<file path="src/rtl/rv_pkg.sv">
// RV32I encoding vocabulary: mnemonic enum, opcode/funct constants, fixed words, format helpers.
// Latency: n/a (types, constants and pure functions only).
// Backpressure: n/a.
package rv_pkg;

    typedef enum logic [5:0] {
        ASM_LUI, ASM_AUIPC, ASM_JAL, ASM_JALR,
        ASM_BEQ, ASM_BNE, ASM_BLT, ASM_BGE, ASM_BLTU, ASM_BGEU,
        ASM_LB, ASM_LH, ASM_LW, ASM_LBU, ASM_LHU,
        ASM_SB, ASM_SH, ASM_SW,
        ASM_ADDI, ASM_SLTI, ASM_SLTIU, ASM_XORI, ASM_ORI, ASM_ANDI,
        ASM_SLLI, ASM_SRLI, ASM_SRAI,
        ASM_ADD, ASM_SUB, ASM_SLL, ASM_SLT, ASM_SLTU,
        ASM_XOR, ASM_SRL, ASM_SRA, ASM_OR, ASM_AND,
        ASM_FENCE, ASM_FENCE_I, ASM_ECALL, ASM_EBREAK,
        ASM_SUBI    // not an RV32I instruction; always encodes as an error
    } instr_t;

    // Major opcodes
    localparam logic [6:0] OPC_LUI      = 7'b0110111;
    localparam logic [6:0] OPC_AUIPC    = 7'b0010111;
    localparam logic [6:0] OPC_JAL      = 7'b1101111;
    localparam logic [6:0] OPC_JALR     = 7'b1100111;
    localparam logic [6:0] OPC_BRANCH   = 7'b1100011;
    localparam logic [6:0] OPC_LOAD     = 7'b0000011;
    localparam logic [6:0] OPC_STORE    = 7'b0100011;
    localparam logic [6:0] OPC_OP_IMM   = 7'b0010011;
    localparam logic [6:0] OPC_OP       = 7'b0110011;

    // funct3
    localparam logic [2:0] F3_BEQ  = 3'b000;
    localparam logic [2:0] F3_BNE  = 3'b001;
    localparam logic [2:0] F3_BLT  = 3'b100;
    localparam logic [2:0] F3_BGE  = 3'b101;
    localparam logic [2:0] F3_BLTU = 3'b110;
    localparam logic [2:0] F3_BGEU = 3'b111;
    localparam logic [2:0] F3_B    = 3'b000;   // LB / SB
    localparam logic [2:0] F3_H    = 3'b001;   // LH / SH
    localparam logic [2:0] F3_W    = 3'b010;   // LW / SW
    localparam logic [2:0] F3_BU   = 3'b100;
    localparam logic [2:0] F3_HU   = 3'b101;
    localparam logic [2:0] F3_ADD  = 3'b000;   // ADD/SUB/ADDI/JALR
    localparam logic [2:0] F3_SLL  = 3'b001;
    localparam logic [2:0] F3_SLT  = 3'b010;
    localparam logic [2:0] F3_SLTU = 3'b011;
    localparam logic [2:0] F3_XOR  = 3'b100;
    localparam logic [2:0] F3_SR   = 3'b101;   // SRL/SRA and immediates
    localparam logic [2:0] F3_OR   = 3'b110;
    localparam logic [2:0] F3_AND  = 3'b111;

    // funct7
    localparam logic [6:0] F7_BASE = 7'b0000000;
    localparam logic [6:0] F7_ALT  = 7'b0100000;   // SUB / SRA / SRAI

    // Words with no variable fields
    localparam logic [31:0] WORD_ECALL   = 32'h0000_0073;
    localparam logic [31:0] WORD_EBREAK  = 32'h0010_0073;
    localparam logic [31:0] WORD_FENCE   = 32'h0FF0_000F;
    localparam logic [31:0] WORD_FENCE_I = 32'h0000_100F;

    // Encoder result as stored in the output buffer
    typedef struct packed {
        logic [31:0] instr;
        logic        err;
    } enc_t;

    function automatic logic [31:0] fmt_r(input logic [6:0] f7, input logic [4:0] rs2,
                                          input logic [4:0] rs1, input logic [2:0] f3,
                                          input logic [4:0] rd, input logic [6:0] opc);
        return {f7, rs2, rs1, f3, rd, opc};
    endfunction

    function automatic logic [31:0] fmt_i(input logic [11:0] imm12, input logic [4:0] rs1,
                                          input logic [2:0] f3, input logic [4:0] rd,
                                          input logic [6:0] opc);
        return {imm12, rs1, f3, rd, opc};
    endfunction

    function automatic logic [31:0] fmt_s(input logic [11:0] imm12, input logic [4:0] rs2,
                                          input logic [4:0] rs1, input logic [2:0] f3);
        return {imm12[11:5], rs2, rs1, f3, imm12[4:0], OPC_STORE};
    endfunction

    // b holds imm[12:1]; imm[0] is implicitly zero in the branch format
    function automatic logic [31:0] fmt_b(input logic [11:0] b, input logic [4:0] rs2,
                                          input logic [4:0] rs1, input logic [2:0] f3);
        return {b[11], b[9:4], rs2, rs1, f3, b[3:0], b[10], OPC_BRANCH};
    endfunction

    function automatic logic [31:0] fmt_u(input logic [19:0] imm20, input logic [4:0] rd,
                                          input logic [6:0] opc);
        return {imm20, rd, opc};
    endfunction

    // j holds imm[20:1]
    function automatic logic [31:0] fmt_j(input logic [19:0] j, input logic [4:0] rd);
        return {j[19], j[9:0], j[10], j[18:11], rd, OPC_JAL};
    endfunction

endpackage

</file>
<file path="src/rtl/instr_pack.sv">
// Combinational RV32I field packer: mnemonic + register indices + immediate -> 32-bit word.
// Latency: 0 cycles (pure combinational).
// Backpressure: none; output follows inputs.
// Ports: asm (mnemonic), rd/rs1/rs2 (5b register indices), imm (32b byte-offset immediate or
//        shamt) in; instr (encoded word), err (illegal mnemonic, or immediate out of range when
//        IMM_RANGE_CHECK_EN is defined) out.
// Optional build macro: IMM_RANGE_CHECK_EN.
module instr_pack
    import rv_pkg::*;
(
    input  instr_t      asm,
    input  logic [4:0]  rd,
    input  logic [4:0]  rs1,
    input  logic [4:0]  rs2,
    input  logic [31:0] imm,
    output logic [31:0] instr,
    output logic        err
);

    logic illegal;

    always_comb begin
        instr   = 32'h0000_0000;
        illegal = 1'b0;
        case (asm)
            ASM_LUI:     instr = fmt_u(imm[31:12], rd, OPC_LUI);
            ASM_AUIPC:   instr = fmt_u(imm[31:12], rd, OPC_AUIPC);
            ASM_JAL:     instr = fmt_j(imm[20:1], rd);
            ASM_JALR:    instr = fmt_i(imm[11:0], rs1, F3_ADD, rd, OPC_JALR);

            ASM_BEQ:     instr = fmt_b(imm[12:1], rs2, rs1, F3_BEQ);
            ASM_BNE:     instr = fmt_b(imm[12:1], rs2, rs1, F3_BNE);
            ASM_BLT:     instr = fmt_b(imm[12:1], rs2, rs1, F3_BLT);
            ASM_BGE:     instr = fmt_b(imm[12:1], rs2, rs1, F3_BGE);
            ASM_BLTU:    instr = fmt_b(imm[12:1], rs2, rs1, F3_BLTU);
            ASM_BGEU:    instr = fmt_b(imm[12:1], rs2, rs1, F3_BGEU);

            ASM_LB:      instr = fmt_i(imm[11:0], rs1, F3_B,  rd, OPC_LOAD);
            ASM_LH:      instr = fmt_i(imm[11:0], rs1, F3_H,  rd, OPC_LOAD);
            ASM_LW:      instr = fmt_i(imm[11:0], rs1, F3_W,  rd, OPC_LOAD);
            ASM_LBU:     instr = fmt_i(imm[11:0], rs1, F3_BU, rd, OPC_LOAD);
            ASM_LHU:     instr = fmt_i(imm[11:0], rs1, F3_HU, rd, OPC_LOAD);

            ASM_SB:      instr = fmt_s(imm[11:0], rs2, rs1, F3_B);
            ASM_SH:      instr = fmt_s(imm[11:0], rs2, rs1, F3_H);
            ASM_SW:      instr = fmt_s(imm[11:0], rs2, rs1, F3_W);

            ASM_ADDI:    instr = fmt_i(imm[11:0], rs1, F3_ADD,  rd, OPC_OP_IMM);
            ASM_SLTI:    instr = fmt_i(imm[11:0], rs1, F3_SLT,  rd, OPC_OP_IMM);
            ASM_SLTIU:   instr = fmt_i(imm[11:0], rs1, F3_SLTU, rd, OPC_OP_IMM);
            ASM_XORI:    instr = fmt_i(imm[11:0], rs1, F3_XOR,  rd, OPC_OP_IMM);
            ASM_ORI:     instr = fmt_i(imm[11:0], rs1, F3_OR,   rd, OPC_OP_IMM);
            ASM_ANDI:    instr = fmt_i(imm[11:0], rs1, F3_AND,  rd, OPC_OP_IMM);

            // Shift immediates reuse the R layout with shamt in the rs2 slot
            ASM_SLLI:    instr = fmt_r(F7_BASE, imm[4:0], rs1, F3_SLL, rd, OPC_OP_IMM);
            ASM_SRLI:    instr = fmt_r(F7_BASE, imm[4:0], rs1, F3_SR,  rd, OPC_OP_IMM);
            ASM_SRAI:    instr = fmt_r(F7_ALT,  imm[4:0], rs1, F3_SR,  rd, OPC_OP_IMM);

            ASM_ADD:     instr = fmt_r(F7_BASE, rs2, rs1, F3_ADD,  rd, OPC_OP);
            ASM_SUB:     instr = fmt_r(F7_ALT,  rs2, rs1, F3_ADD,  rd, OPC_OP);
            ASM_SLL:     instr = fmt_r(F7_BASE, rs2, rs1, F3_SLL,  rd, OPC_OP);
            ASM_SLT:     instr = fmt_r(F7_BASE, rs2, rs1, F3_SLT,  rd, OPC_OP);
            ASM_SLTU:    instr = fmt_r(F7_BASE, rs2, rs1, F3_SLTU, rd, OPC_OP);
            ASM_XOR:     instr = fmt_r(F7_BASE, rs2, rs1, F3_XOR,  rd, OPC_OP);
            ASM_SRL:     instr = fmt_r(F7_BASE, rs2, rs1, F3_SR,   rd, OPC_OP);
            ASM_SRA:     instr = fmt_r(F7_ALT,  rs2, rs1, F3_SR,   rd, OPC_OP);
            ASM_OR:      instr = fmt_r(F7_BASE, rs2, rs1, F3_OR,   rd, OPC_OP);
            ASM_AND:     instr = fmt_r(F7_BASE, rs2, rs1, F3_AND,  rd, OPC_OP);

            ASM_FENCE:   instr = WORD_FENCE;
            ASM_FENCE_I: instr = WORD_FENCE_I;
            ASM_ECALL:   instr = WORD_ECALL;
            ASM_EBREAK:  instr = WORD_EBREAK;

            // ASM_SUBI and any value outside the enum land here: zero word, flagged
            default:     illegal = 1'b1;
        endcase
    end

`ifdef IMM_RANGE_CHECK_EN
    // Immediate must be representable in the field it is truncated into.
    // "fits signed N bits" == imm[31:N-1] all zeros or all ones.
    logic range_bad;

    always_comb begin
        range_bad = 1'b0;
        case (asm)
            ASM_LUI, ASM_AUIPC:
                range_bad = (imm[11:0] != 12'h000);
            ASM_JAL:
                range_bad = !((&imm[31:20]) || !(|imm[31:20])) || imm[0];
            ASM_BEQ, ASM_BNE, ASM_BLT, ASM_BGE, ASM_BLTU, ASM_BGEU:
                range_bad = !((&imm[31:12]) || !(|imm[31:12])) || imm[0];
            ASM_JALR, ASM_LB, ASM_LH, ASM_LW, ASM_LBU, ASM_LHU,
            ASM_SB, ASM_SH, ASM_SW,
            ASM_ADDI, ASM_SLTI, ASM_SLTIU, ASM_XORI, ASM_ORI, ASM_ANDI:
                range_bad = !((&imm[31:11]) || !(|imm[31:11]));
            ASM_SLLI, ASM_SRLI, ASM_SRAI:
                range_bad = |imm[31:5];
            default:
                range_bad = 1'b0;
        endcase
    end

    assign err = illegal || range_bad;
`else
    assign err = illegal;
`endif

endmodule

</file>
<file path="src/rtl/instr_encoder.sv">
// RV32I instruction encoder: S1 field register -> instr_pack -> FIFO_DEPTH-entry output buffer.
// Latency: fields accepted at edge N are visible on out_* after edge N+1 (buffer not full).
// Backpressure: valid/ready both sides; S1 stalls while the buffer is full and not popped,
//               in_ready drops only then; outputs hold while out_valid && !out_ready.
// Ports: clk, rst (async active-high); in_valid/in_ready with in_asm, in_rd, in_rs1, in_rs2,
//        in_imm; out_valid/out_ready with out_instr, out_err; err_count (saturating count of
//        error words transferred). Parameters: FIFO_DEPTH (power of two >= 2), CNT_W.
// Optional build macro: IMM_RANGE_CHECK_EN (flags out-of-range immediates, see instr_pack).
module instr_encoder
    import rv_pkg::*;
#(
    parameter int FIFO_DEPTH = 2,
    parameter int CNT_W      = 8
)(
    input  logic             clk,
    input  logic             rst,
    input  logic             in_valid,
    output logic             in_ready,
    input  instr_t           in_asm,
    input  logic [4:0]       in_rd,
    input  logic [4:0]       in_rs1,
    input  logic [4:0]       in_rs2,
    input  logic [31:0]      in_imm,
    output logic             out_valid,
    input  logic             out_ready,
    output logic [31:0]      out_instr,
    output logic             out_err,
    output logic [CNT_W-1:0] err_count
);

    localparam int              AW       = $clog2(FIFO_DEPTH);
    localparam logic [AW:0]     FULL_CNT = (AW+1)'(FIFO_DEPTH);

    // ---------------- S1: registered input fields ----------------
    logic        s1_valid;
    instr_t      s1_asm;
    logic [4:0]  s1_rd;
    logic [4:0]  s1_rs1;
    logic [4:0]  s1_rs2;
    logic [31:0] s1_imm;

    // ---------------- output buffer ----------------
    enc_t          mem [FIFO_DEPTH];
    logic [AW-1:0] wr_ptr;
    logic [AW-1:0] rd_ptr;
    logic [AW:0]   count;
    enc_t          head;

    logic          fifo_full;
    logic          push;
    logic          pop;
    logic          s1_advance;
    logic          accept;

    logic [31:0]   pack_instr;
    logic          pack_err;

    instr_pack u_pack (
        .asm   (s1_asm),
        .rd    (s1_rd),
        .rs1   (s1_rs1),
        .rs2   (s1_rs2),
        .imm   (s1_imm),
        .instr (pack_instr),
        .err   (pack_err)
    );

    assign fifo_full  = (count == FULL_CNT);
    assign out_valid  = (count != '0);
    assign pop        = out_valid && out_ready;
    // A full buffer still takes S1 when its head leaves in the same cycle
    assign s1_advance = s1_valid && (!fifo_full || pop);
    assign push       = s1_advance;
    assign in_ready   = !s1_valid || s1_advance;
    assign accept     = in_valid && in_ready;

    // Buffer storage is not reset; emptiness is tracked by count and the outputs are gated.
    assign head      = mem[rd_ptr];
    assign out_instr = out_valid ? head.instr : 32'h0000_0000;
    assign out_err   = out_valid && head.err;

    always_ff @(posedge clk or posedge rst) begin
        if (rst) begin
            s1_valid <= 1'b0;
            s1_asm   <= ASM_LUI;
            s1_rd    <= '0;
            s1_rs1   <= '0;
            s1_rs2   <= '0;
            s1_imm   <= '0;
        end else if (accept) begin
            s1_valid <= 1'b1;
            s1_asm   <= in_asm;
            s1_rd    <= in_rd;
            s1_rs1   <= in_rs1;
            s1_rs2   <= in_rs2;
            s1_imm   <= in_imm;
        end else if (s1_advance) begin
            s1_valid <= 1'b0;
        end
    end

    always_ff @(posedge clk) begin
        if (push) begin
            mem[wr_ptr] <= '{instr: pack_instr, err: pack_err};
        end
    end

    // Pointers are AW bits wide so they wrap modulo FIFO_DEPTH on their own
    always_ff @(posedge clk or posedge rst) begin
        if (rst) begin
            wr_ptr <= '0;
            rd_ptr <= '0;
            count  <= '0;
        end else begin
            if (push) wr_ptr <= wr_ptr + AW'(1);
            if (pop)  rd_ptr <= rd_ptr + AW'(1);
            case ({push, pop})
                2'b10:   count <= count + (AW+1)'(1);
                2'b01:   count <= count - (AW+1)'(1);
                default: count <= count;
            endcase
        end
    end

    always_ff @(posedge clk or posedge rst) begin
        if (rst) begin
            err_count <= '0;
        end else if (pop && head.err && (err_count != '1)) begin
            err_count <= err_count + CNT_W'(1);
        end
    end

endmodule

</file>
<file path="config.mk">
export PLATFORM = sky130hd
export DESIGN_NAME = instr_encoder
export DESIGN_NICKNAME = d
export VERILOG_FILES = /design/src/rtl/rv_pkg.sv /design/src/rtl/instr_pack.sv /design/src/rtl/instr_encoder.sv
export SDC_FILE = /design/constraint.sdc
export NUM_CORES = 1
export LEC_CHECK = 0
export CAP_MARGIN = 5
export CELL_PAD_IN_SITES_DETAIL_PLACEMENT = 1
export CELL_PAD_IN_SITES_GLOBAL_PLACEMENT = 1
export CORE_MARGIN = 4
export CORE_UTILIZATION = 25
export CTS_CLUSTER_SIZE = 14
export DETAILED_ROUTE_END_ITERATION = 8
export GPL_TIMING_DRIVEN = 0
export HOLD_SLACK_MARGIN = 0.05
export PLACE_DENSITY_LB_ADDON = 0.2
export SETUP_SLACK_MARGIN = 0.15
export SYNTH_ARGS = -nofsm -noshare
export SYNTH_HDL_FRONTEND = slang
export SYNTH_SLANG_ARGS = --single-unit
export TNS_END_PERCENT = 10
</file>
<file path="constraint.sdc">
create_clock -name clk -period 3 [get_ports clk]
set_clock_uncertainty 0.05 [all_clocks]
set_input_delay 0.6 -clock clk [delete_from_list [all_inputs] [get_ports clk]]
set_output_delay 0.6 -clock clk [all_outputs]
set_load 0.005 [all_outputs]
</file>
; ---- After elaboration in Yosys (flattened, before gate mapping)
; Memories as Yosys holds them, arrays and structs flattened.
; Cells that the tools add are included.
[classes]
n_eq_ne = 44
n_reduce_logical = 15
add_sub_neg = 5
n_mux = 8
[ops]
columns = cell, n
row1 = $pmux 32 s41, 1
row2 = $eq 6x5->1 const B, 16
row3 = $eq 6x6->1 const B, 9
row4 = $eq 6x4->1 const B, 8
row5 = $reduce_or 41->1, 1
row6 = $mux 32, 1
row7 = $eq 6x3->1 const B, 4
row8 = $eq 6x2->1 const B, 2
row9 = $add 8x1->8 const B, 1
row10 = $ne 8x8->1 const B, 1
row11 = $eq 6x1->1 const B, 1
row12 = $logic_and 1x1->1, 6
row13 = $logic_not 6->1, 1
row14 = $reduce_bool 2->1, 3
row15 = $mux 1, 5
row16 = $eq 2x2->1 const B, 2
row17 = $pmux 2 s2, 1
row18 = $add 1x1->1 const B, 2
row19 = $add 2x1->2 const B, 1
row20 = $eq 2x1->1 const B, 1
row21 = $logic_not 1->1, 2
row22 = $logic_or 1x1->1, 2
row23 = $sub 2x1->2 const B, 1
[word_totals]
mem_bits_rw = 66
n_memories = 1
in_bits = 57
register_bits = 66
[memory_table]
columns = name, depth, word_bits, rd, rd_clocked_by_memory_dff, wr, line_no
row1 = mem, 2, 33, 1, 0, 1, instr_encoder.sv:43  ; enc_t mem [FIFO_DEPTH];

; ---- Longest topological paths before layout
[logic_depth]
word_depth = 7
ltp_mapped = 8
mapped_depth_nobuf = 8

; ---- Hierarchy
; A second synthesis with hierarchy kept.
[hier_totals]
hier_cells = 510
hier_area_um2 = 6468.7
[by_module_without_submodules]
columns = mod, seq_area_each_um2, cells_each, n_inst, area_per_inst_um2
row1 = instr_encoder, 3633.5, 319, 1, 5147.4
row2 = instr_pack, 0.0, 191, 1, 1321.3

; ---- Worst setup path before layout
; OpenSTA, ideal clock, no wires.
[synth_timing]
path_kind = input to register
start = in out_ready
end = mem mem[0][0] (netlist name) (enable)
t_arrival_ns = 2.167
t_required_ns = 2.529
cell_stages = 4
setup_time_ns = 0.421
path_slack_ns = 0.362
path_cell_list = nor2_1 -> nand2_1 -> nand2_1 -> nor2_1
[synth_via]
elab_chain_len = 5
[synth_rtl]
columns = item, line_no
row1 = from (decl), instr_encoder.sv:25  ; input logic out_ready,
row2 = $logic_and 1x1->1, instr_encoder.sv:70  ; assign pop = out_valid && out_ready;
row3 = $logic_or 1x1->1, instr_encoder.sv:72  ; assign s1_advance = s1_valid && (!fifo_full || pop);
row4 = $logic_and 1x1->1, instr_encoder.sv:72
row5 = $mux 1, instr_encoder.sv:103  ; if (push) begin
row6 = $mux 1 (implied by the code), instr_encoder.sv:104  ; mem[wr_ptr] <= '{instr: pack_instr, err: pack_err};
row7 = to (decl), instr_encoder.sv:43
; No other way between the ends.

; ---- Worst setup path after layout
[layout_timing]
start = reg count[1]
end = out out_instr[1]
[layout_via]
elab_chain_len = 2
[layout_rtl]
columns = item, line_no
row1 = from (decl), instr_encoder.sv:46  ; logic [AW:0] count;
row2 = from (signal assigned), instr_encoder.sv:118  ; 2'b10: count <= count + (AW+1)'(1);
row3 = from (signal assigned), instr_encoder.sv:119  ; 2'b01: count <= count - (AW+1)'(1);
row4 = from (signal assigned), instr_encoder.sv:120  ; default: count <= count;
row5 = $reduce_bool 2->1, instr_encoder.sv:69  ; assign out_valid = (count != '0);
row6 = $mux 32, instr_encoder.sv:79  ; assign out_instr = out_valid ? head.instr : 32'h0000_0000;
row7 = to (decl), instr_encoder.sv:26  ; output logic [31:0] out_instr,
; No other way between the ends.

==> flow_summary.ini <==
[route]
vias = 4464
met2_length_um = 9000
drt-met1-wl_um = 8330
drc = 0
top_layer_used = met4
wl_per_cell_um = 19.7
wirelength_um = 18600
viasPerCell = 4.73
drt-initial-drc-count = 258
drtPass1Iterations = 5
wl_met3_um = 1000
drtAntennaViolNets = 0

[logic_synthesis]
ys.warnings.count = 0
synth_edf_count = 64
syn_area_mm2 = 0.00617
async_flop_share_pct = 50.8
synth.yosys.seq_area_share_pct = 57.9
synth-main-ff-cell = dfrtp_1
synthesis.nets = 547
synthDistinctLibCells = 58
synth_seq_cells = 130
synth_cells = 488
syn_avg_cell_area_um2 = 12.6

[cts]
cts_max_path_buffers = 2
holdBufCountCts = 0
root_buffer = clkbuf_16
cts_tree = yes
clk_pin_slew_ps = 60
htree_levels = 4
numCtsBuffers = 17
cts.sinks = 130
clkLatencyLatePin_ps = 420

[sta]
finalHoldViolCount = 0
relSlewSlack_pct = 38.3
layout_min_cycle_time_ps = 2760
finalMaxSlewViolations = 0
setup_viol = 0
max_freq_mhz = 362
period_share_pct = 92.0
rsz0062_at_grt = true
max_slew.worst_pin.slew_ps = 919

[final_layout]
fillers = 2593
fin_cells = 944
layout.area.seq_mm2 = 0.00357
final_layout_size_suffix_gt1_share_pct = 12.7
stdcell_area_mm2 = 0.00827
final_nets = 666
diodes = 0
multi_input_area_mm2 = 0.00242
syn_to_final_growth_pct = 34.0
final_util_pct = 34.0

[pwr]
vdd_drop_max_mv = 0.352
power.density_mw_per_mm2 = 923
leakage_nw = 3.23

[setup_path]
arrival_ps = 2110
path_class = reg2out
worst-path-max-fanout = 10
end_kind = primary output
cp.required_ps = 2350
worstSetupStartpointType = flop

[global_route]
grtUsageTotal_pct = 14.0
gr-total-overflow = 0
grt_max_degree = 67
grt_pass1_wl_um = 28300
antenna_found_initial = 1
grt_pass1_vias = 4798

[die]
io_pins = 100
die_w_um = 165
start_util_pct = 25.4
die_height_um = 165
core_mm2 = 0.0243
rows = 57
die_area_mm2 = 0.0273

[min_path]
hp-class = reg2reg

[place]
place_congestion = 0.858
placed_cell_area_mm2 = 0.00760
portBuffers = 99
place_hpwl_um = 13800
place_inst = 912

[run]
maxCapViolCount = 0

[run_status]
status = finished clean
## power by group
part / switching (mW) / internal, mW
Clock: 0.831 / 1.37
Sequential: 0.240 / 2.46
Combinational: 1.41 / 1.31
## path summary, 6_finish.rpt
| path | start | end | slack (ps) | cells after the start |
|---|---|---|---|---|
| worst max-delay path | count[1] | out_instr[1] | 240 | 5 |
| worst min-delay path | s1_rd[1] | s1_rd[1] | 440 | 1 |
| worst max register to register | s1_asm[4] | mem[1][16] | 530 | 6 |
| worst min register to register | s1_rd[1] | s1_rd[1] | 440 | 1 |
| max in group asynchronous | rst | s1_asm[5] | 1690 | 2 |
| min in group asynchronous | rst | s1_imm[25] | 660 | 2 |
## state kept, by name, summed over array words and instances (netlist names)
name,cells
count,2
s1_valid,1
err_count,8
rd_ptr,1
s1_rs2,5
wr_ptr,1
s1_asm,6
s1_imm,32
s1_rd,5
mem,64
s1_rs1,5
## per-layer routing
metal / vias to the layer above / global-route usage, %
met1: 2262 / 18.4
met2: 128 / 22.8
met4: 0 / 4.84
met3: 15 / 2.98
li1: 2059 / -
met5: - / 0
## kinds of logic (layout without fill, tap and decap cells)
| group | after synthesis | after routing | share of synthesized area, % |
|---|---|---|---|
| muxes | 86 | 86 | 15.2 |
| DFF | 130 | 130 | 57.9 |
| and+or+nand+nor | 116 | 116 | 9.14 |
| xor gates and xnor gates | 14 | 14 | 1.99 |
| AOI/OAI and AO/OA | 99 | 99 | 12.2 |
| buffers and inverters | 41 | 173 | 3.10 |
| adders and majority gates | 2 | 2 | 0.405 |
## cell usage after synthesis (all sizes together), types with 7 or more instances
library cell | number | share of area [%]
a21o | 8 | 0.97
a21oi | 22 | 1.8
a221o | 8 | 1.3
a22o | 11 | 1.6
buf | 26 | 2.2
dfrtp | 66 | 27
edfxtp | 64 | 31
inv | 10 | 0.61
mux2 | 54 | 9.9
mux2i | 32 | 5.4
nand2 | 23 | 1.4
nor2 | 53 | 3.3
nor2b | 11 | 1.1
o21ai | 9 | 0.73
o22ai | 7 | 0.71
xnor2 | 11 | 1.6
## through the flow
| step | setup slack, ps | hold slack [ps] | setup TNS [ps] | total power, mW |
|---|---|---|---|---|
| finish | 239 | 443 | 0 | 7.63 |
| global route | 95.3 | 451 | 0 | 8.08 |
| CTS | 139 | 446 | 0 | 7.74 |
| floorplan | 362 | 406 | 0 | 4.13 |
| global placement | -1130 | 420 | -77410 | 5.43 |
| detailed placement | 139 | 433 | 0 | 5.50 |
## critical path, stage by stage, from the launching register on
cell	delay, ps
dfrtp_1	450
nor2_4	250
clkbuf_2	300
nor2_1	120
buf_4	140
clkdlybuf4s50_1	430
## timing repair
action / 4_1_cts / 5_1_grt
buffers inserted: 0 / 0
gates resized for setup: 4 / 3
hold endpoints to repair: 0 / 0
endpoints found under the setup margin: 31 / 22
## layout by cell type, fill, tap and decap left out, types with 7 or more instances in the layout
cell / instances
a221o_1: 8
nand2_1: 22
dfrtp_1: 66
nor2_1: 50
nor2b_1: 11
a21o_1: 8
clkbuf_16: 23
mux2_1: 54
o22ai_1: 7
a22o_1: 11
xnor2_1: 11
buf_2: 21
edfxtp_1: 64
clkdlybuf4s50_1: 99
a21oi_1: 22
mux2i_1: 31
## area by class of cell
cell class / instances / share of cell area, %
flip-flops and latches: 130 / 43.2
repair buffers: 100 / 12.2
multi-input cells: 317 / 29.3
plain buffers: 31 / 1.98
inverters: 10 / 0.484
well taps: 324 / 4.90
clock buffers: 24 / 7.01
clock inverters: 8 / 0.878
No activity file was read; power rests on OpenSTA's default activity.
